[src/rtl/tresp_pkg.sv]
// ---------------------------------------------------------------------------
// tresp_pkg
// Shared types and constants for the toggle req/ack responder.
//   - tresp_state_e : FSM states (S_RDBK only exists when the
//                     TRESP_WR_READBACK_EN macro is defined)
//   - DS_* lane codes for the {hi, lo} byte select
//   - RD_LAT_MAX / CNT_W : read-latency bound and latency counter width
// ---------------------------------------------------------------------------
package tresp_pkg;

    // Largest RAM read latency the responder supports.
    localparam int RD_LAT_MAX = 4;

    // The counter is loaded with the full read latency (the capture edge is
    // one edge after mem_q first becomes valid), so it must hold RD_LAT_MAX.
    localparam int CNT_W = $clog2(RD_LAT_MAX + 1);

    localparam logic [1:0] DS_NONE = 2'b00;
    localparam logic [1:0] DS_LO   = 2'b01;
    localparam logic [1:0] DS_HI   = 2'b10;
    localparam logic [1:0] DS_WORD = 2'b11;

`ifdef TRESP_WR_READBACK_EN
    typedef enum logic [1:0] {
        S_IDLE = 2'd0,
        S_WAIT = 2'd1,
        S_DONE = 2'd2,
        S_RDBK = 2'd3
    } tresp_state_e;
`else
    typedef enum logic [1:0] {
        S_IDLE = 2'd0,
        S_WAIT = 2'd1,
        S_DONE = 2'd2
    } tresp_state_e;
`endif

    function automatic logic [CNT_W-1:0] lat_to_cnt(input int lat);
        return CNT_W'(lat);
    endfunction

endpackage

[src/rtl/tresp_lat_cnt.sv]
// ---------------------------------------------------------------------------
// tresp_lat_cnt
// Loadable down-counter with zero flag, used to time RAM read latency.
//   clk, rst_n : clock / async active-low reset
//   load       : load load_val (has priority over dec)
//   load_val   : value to load
//   dec        : decrement by one (saturates at zero)
//   zero       : counter is zero
// ---------------------------------------------------------------------------
module tresp_lat_cnt
    import tresp_pkg::*;
(
    input  logic             clk,
    input  logic             rst_n,
    input  logic             load,
    input  logic [CNT_W-1:0] load_val,
    input  logic             dec,
    output logic             zero
);

    logic [CNT_W-1:0] cnt_q, cnt_d;

    always_comb begin
        cnt_d = cnt_q;
        if (load)
            cnt_d = load_val;
        else if (dec && (cnt_q != '0))
            cnt_d = cnt_q - 1'b1;
    end

    always_ff @(posedge clk or negedge rst_n) begin
        if (!rst_n)
            cnt_q <= '0;
        else
            cnt_q <= cnt_d;
    end

    assign zero = (cnt_q == '0);

endmodule

[src/rtl/toggle_req_responder.sv]
// ---------------------------------------------------------------------------
// toggle_req_responder
// Responder end of the toggle req/ack memory-port protocol, backed by a
// synchronous block-RAM port. A request is pending whenever req != ack; it
// is serviced against the RAM and answered by making ack equal req again.
//
// Ports:
//   clk_49m, reset      : clock, async active-low reset
//   req / ack           : request / acknowledge toggles
//   a, ds, we, d        : word address, byte lanes {hi,lo}, write flag, data
//   q                   : read data (held until the next read completes)
//   busy                : request in service
//   mem_addr/we/be/d    : registered RAM command
//   mem_q               : RAM read data, RD_LATENCY cycles after mem_addr
//
// Build option: TRESP_WR_READBACK_EN -- when defined every write is followed
// by a read of the same address so q returns the post-write word.
// ---------------------------------------------------------------------------
module toggle_req_responder
    import tresp_pkg::*;
#(
    parameter int AW         = 15,
    parameter int DW         = 16,
    parameter int RD_LATENCY = 1
) (
    input  logic            clk_49m,
    input  logic            reset,
    input  logic            req,
    output logic            ack,
    input  logic [AW-1:0]   a,
    input  logic [1:0]      ds,
    input  logic            we,
    input  logic [DW-1:0]   d,
    output logic [DW-1:0]   q,
    output logic            busy,
    output logic [AW-1:0]   mem_addr,
    output logic            mem_we,
    output logic [1:0]      mem_be,
    output logic [DW-1:0]   mem_d,
    input  logic [DW-1:0]   mem_q
);

    tresp_state_e state_q, state_d;

    logic            ack_q, ack_d;
    logic [DW-1:0]   rdata_q, rdata_d;
    logic            busy_q, busy_d;
    logic [AW-1:0]   mem_addr_q, mem_addr_d;
    logic            mem_we_q, mem_we_d;
    logic [1:0]      mem_be_q, mem_be_d;
    logic [DW-1:0]   mem_d_q, mem_d_d;
    // Current WAIT pass is a read whose result goes to q.
    logic            rd_q, rd_d;

    logic             cnt_load, cnt_dec, cnt_zero;
    logic [CNT_W-1:0] cnt_val;

    // req is already in the clk_49m domain.
    logic pending;
    assign pending = req ^ ack_q;

    tresp_lat_cnt u_lat_cnt (
        .clk      (clk_49m),
        .rst_n    (reset),
        .load     (cnt_load),
        .load_val (cnt_val),
        .dec      (cnt_dec),
        .zero     (cnt_zero)
    );

    // State register
    always_ff @(posedge clk_49m or negedge reset) begin
        if (!reset)
            state_q <= S_IDLE;
        else
            state_q <= state_d;
    end

    // Next-state logic
    always_comb begin
        state_d = state_q;
        unique case (state_q)
            S_IDLE: begin
                if (pending) begin
`ifdef TRESP_WR_READBACK_EN
                    state_d = we ? S_RDBK : S_WAIT;
`else
                    state_d = S_WAIT;
`endif
                end
            end
`ifdef TRESP_WR_READBACK_EN
            S_RDBK:  state_d = S_WAIT;
`endif
            S_WAIT:  if (cnt_zero) state_d = S_DONE;
            S_DONE:  state_d = S_IDLE;
            default: state_d = S_IDLE;
        endcase
    end

    // Output / datapath logic
    always_comb begin
        ack_d      = ack_q;
        rdata_d    = rdata_q;
        busy_d     = busy_q;
        mem_addr_d = mem_addr_q;
        mem_we_d   = 1'b0;
        mem_be_d   = mem_be_q;
        mem_d_d    = mem_d_q;
        rd_d       = rd_q;
        cnt_load   = 1'b0;
        cnt_val    = '0;
        cnt_dec    = 1'b0;

        unique case (state_q)
            S_IDLE: begin
                if (pending) begin
                    mem_addr_d = a;
                    mem_d_d    = d;
                    busy_d     = 1'b1;
                    rd_d       = ~we;
                    cnt_load   = 1'b1;
                    if (we) begin
                        mem_we_d = 1'b1;
                        mem_be_d = ds;
                        // Zero count: one WAIT cycle then DONE.
                        cnt_val  = '0;
                    end else begin
                        mem_be_d = DS_NONE;
                        // Capture lands one edge after mem_q turns valid.
                        cnt_val  = lat_to_cnt(RD_LATENCY);
                    end
                end
            end
`ifdef TRESP_WR_READBACK_EN
            // Write strobe has just been issued; turn the port into a read of
            // the same address so the RAM returns the post-write word.
            S_RDBK: begin
                mem_be_d = DS_NONE;
                rd_d     = 1'b1;
                cnt_load = 1'b1;
                cnt_val  = lat_to_cnt(RD_LATENCY);
            end
`endif
            S_WAIT: begin
                if (cnt_zero) begin
                    if (rd_q)
                        rdata_d = mem_q;
                end else begin
                    cnt_dec = 1'b1;
                end
            end
            S_DONE: begin
                // Match req rather than blindly toggling: a second toggle
                // from a misbehaving initiator is dropped, not queued.
                ack_d  = req;
                busy_d = 1'b0;
            end
            default: ;
        endcase
    end

    always_ff @(posedge clk_49m or negedge reset) begin
        if (!reset) begin
            ack_q      <= 1'b0;
            rdata_q    <= '0;
            busy_q     <= 1'b0;
            mem_addr_q <= '0;
            mem_we_q   <= 1'b0;
            mem_be_q   <= '0;
            mem_d_q    <= '0;
            rd_q       <= 1'b0;
        end else begin
            ack_q      <= ack_d;
            rdata_q    <= rdata_d;
            busy_q     <= busy_d;
            mem_addr_q <= mem_addr_d;
            mem_we_q   <= mem_we_d;
            mem_be_q   <= mem_be_d;
            mem_d_q    <= mem_d_d;
            rd_q       <= rd_d;
        end
    end

    assign ack      = ack_q;
    assign q        = rdata_q;
    assign busy     = busy_q;
    assign mem_addr = mem_addr_q;
    assign mem_we   = mem_we_q;
    assign mem_be   = mem_be_q;
    assign mem_d    = mem_d_q;

endmodule

[config.mk]
export PLATFORM = sky130hd
export DESIGN_NAME = toggle_req_responder
export DESIGN_NICKNAME = d
export VERILOG_FILES = /design/src/rtl/tresp_pkg.sv /design/src/rtl/tresp_lat_cnt.sv /design/src/rtl/toggle_req_responder.sv
export SDC_FILE = /design/constraint.sdc
export NUM_CORES = 1
export LEC_CHECK = 0
export ABC_CLOCK_PERIOD_IN_PS = 2200
export BUFFER_PORTS_ARGS = -buffer_cell sky130_fd_sc_hd__buf_2
export CAP_MARGIN = 20
export CORE_UTILIZATION = 46
export DETAILED_ROUTE_END_ITERATION = 8
export GPL_TIMING_DRIVEN = 0
export MAX_ROUTING_LAYER = met4
export PLACE_DENSITY_LB_ADDON = 0.3
export SYNTH_ARGS = -nofsm -noshare
export SYNTH_HDL_FRONTEND = slang
export SYNTH_HIERARCHICAL = 1
export SYNTH_SLANG_ARGS = --single-unit
[constraint.sdc]
create_clock -name clk_49m -period 2.2 [get_ports clk_49m]
set_input_delay 0.22 -clock clk_49m [delete_from_list [all_inputs] [get_ports clk_49m]]
set_output_delay 0.22 -clock clk_49m [all_outputs]
set_load 0.005 [all_outputs]
==> out/metrics.csv <==
stage,metric,value,unit
global_route,gr-usage-all-layers,18.5,%
pwr,power_density,1470,nW/µm²
critical_path,critPathMaxFanout,10,
global_route,overflow,0,
routing,wl_per_cell,13.4,µm
synth,synth_top_area_share,63.6,%
pwr,p_int,3.18,mW
synth,ys_ff_latch,58,
placed_design,dp_hpwl,3.42,mm
cells_and_area,fin_nets,322,
routing,drt_iter0_markers,36,
critical_path,cp-end-kind,flop,
critical_path,worst_setup_path_start_kind,flop,
timing,slew_violations,0,
routing,routed_via_density,4.69,
cells_and_area,drive_gt1_share,64.6,%
pwr,ir_drop,0.000556,V
synth,ys_warn_count,6,
floorplanning,io_pins,105,
global_route,antenna_found_initial,0,
global_route,grt_pass1_wl,7.00,mm
run_status,status,"complete, no violations",
cts,cts_tree,done,
cts,htree_num_levels,3,
timing,fmax,507,MHz
timing,finalSetupViolations,0,
floorplanning,die_w,72.5,µm
timing,finalSetupTns,0,ps
critical_path,cp.arrival,2180,ps
cells_and_area,stdcell_area,3100,µm²
routing,drc,0,
timing,grt_setup_unrepaired,no,
placed_design,placed_area,2910,µm²
floorplanning,initial_core_util,48.0,%
job,maxCapViolations,0,
routing,finalWirelength,4.54,mm
routing,first_pass_iters,4,
cells_and_area,antenna_cells,0,
timing,timing.final.crit_share,89.7,%
pwr,p_sw_share,30.2,%
cts,cts_buffers,9,
synth,syn-instance-count,149,
cts,post_cts_buffers,0,
timing,hold_violations,0,
routing,num_vias,1585,
placed_design,io_buffers,104,
pwr,p_seq_share,40.9,%
critical_path,worst-setup-path-type,flop to flop,
synth,ys_seq_area_share,63.6,%
cts,cts_num_sinks,58,
timing,whs,128,ps
cts,cts-root-buf,clkbuf_8,
placed_design,routabilityCongestion,0.741,
timing,fin_worst_skew,4.91,ps
hold_path,hp-class,input pin to flop,
synth,yosysUniqueCellTypes,20,
global_route,grt_max_degree,42,
pwr,total_power,4.56,mW
floorplanning,num_rows,25,
placed_design,placedCellCount,322,
synth,synth_top_cell_by_area,dfrtp_1,
cells_and_area,syn2layout_area_growth,35.6,%
timing,min_period,1970,ps
global_route,grt_pass1_vias,1568,
floorplanning,die_area,5250,µm²
pwr,p_switching,1.38,mW
critical_path,required,2400,ps
floorplanning,coreArea,4750,µm²
cts,insertion_delay,320,ps
cells_and_area,final_cell_mix,"buf_2, dfrtp_1, mux2_2",
synth,syn-cell-area,2280,µm²
floorplanning,die_h,72.5,µm
cts,clk_pin_slew,60,ps
pwr,clkPwrFrac,18.4,%
routing,ant_nets,0,
pwr,pwr-share-comb,40.7,%
cts,clockBufferDepth,2,
cells_and_area,final_common_cell,buf_2,
pwr,total_leakage_power,1.57,nW
cells_and_area,layout.cells.non_filler,338,
synth,avgSynthCellArea,15.3,µm²
synth,synth_area_leaders,"dfrtp_1, mux2_2, mux2_4",
[final timing paths]
| kind | cells after the start | start | slack (ps) | to |
|---|---|---|---|---|
| max in group asynchronous | 3 | reset | 1270 | mem_be[0] |
| min in group asynchronous | 2 | reset | 380 | mem_d[6] |
| worst max register to register | 7 | u_lat_cnt/cnt_q[0] | 230 | q[4] |
| worst min register to register | 1 | mem_addr[13] | 500 | mem_addr[13] |
| worst min-delay path | 2 | mem_q[9] | 130 | q[9] |
| worst max-delay path | 7 | u_lat_cnt/cnt_q[0] | 230 | q[4] |
[critical path: stages (launching register included)]
cell and delay (ps):
dfrtp_1 360, inv_1 50, ha_1 190, ha_1 250
and3b_1 220, nand2_2 170, clkbuf_4 260, mux2_2 350
[cell usage after synthesis]
master    number
mux2i_1        2
dfrtp_1       58
conb_1         1
ha_1           2
buf_6          2
o311ai_1       2
nor2_1         3
mux2_2        46
buf_2          3
or3_4          1
inv_1          8
nand2_1        6
xnor2_1        1
mux2_4         3
o211ai_1       1
and3b_1        1
nand2b_1       2
o21ai_0        2
or4b_1         3
nor2b_1        2
[cells by family after synthesis]
kind of cell,after synthesis,synth area share (%)
DFF,58,63.6
muxes,51,25.5
and+or+nand+nor,18,4.77
buffers and inverters,13,2.96
AOI/OAI and AO/OA,5,1.53
adders and majority gates,2,1.10
other,1,0.164
xor gates and xnor gates,1,0.384
[layout make-up]
| cell class | count | area (µm²) |
|---|---|---|
| fill | 413 | 1660 |
| sequential | 58 | 1450 |
| multi-input combinational | 79 | 771 |
| timing repair buffer | 106 | 551 |
| clock buffer | 12 | 155 |
| tap | 67 | 83.8 |
| buffer | 5 | 40.0 |
| inverter | 8 | 30.0 |
| clock inverter | 3 | 15.0 |
[state kept, by name (all words and copies together) (netlist names)]
register and cells:
mem_d 16, mem_we 1, mem_be 2, state_q 2, u_lat_cnt/cnt_q 3, busy 1
ack 1, q 16, mem_addr 15, rd_q 1
[routing by layer]
metal / part of all wire, % / routed length (µm) / GRT usage (%)
met5: 0 / 0 / -
met4: 1.5 / 66 / 11.5
met3: 4.0 / 181 / 4.44
met2: 55 / 2490 / 30.6
met1: 40 / 1800 / 20.0
[power by group through the flow]
stage	registers (mW)	logic (mW)	clock network [mW]
2_1_floorplan	1.92	1.08	0
3_3_place_gp	1.84	1.83	0
6_report	1.86	1.86	0.837
4_1_cts	1.86	1.89	0.869
3_5_place_dp	1.88	1.88	0
5_1_grt	1.93	2.05	0.900
[timing repair]
item,4_1_cts,5_1_grt
hold buffers,1,0
setup endpoints to repair,0,10
gates resized for setup,0,2
hold endpoints to repair,17,0
[metrics by stage]
step	util, %	setup WS (ps)
4_1_cts	65.0	72.5
3_5_place_dp	61.2	90.7
2_1_floorplan	-	352
6_report	65.1	226
3_3_place_gp	60.8	140
5_1_grt	65.1	101
(Power assumes the default switching activity.)
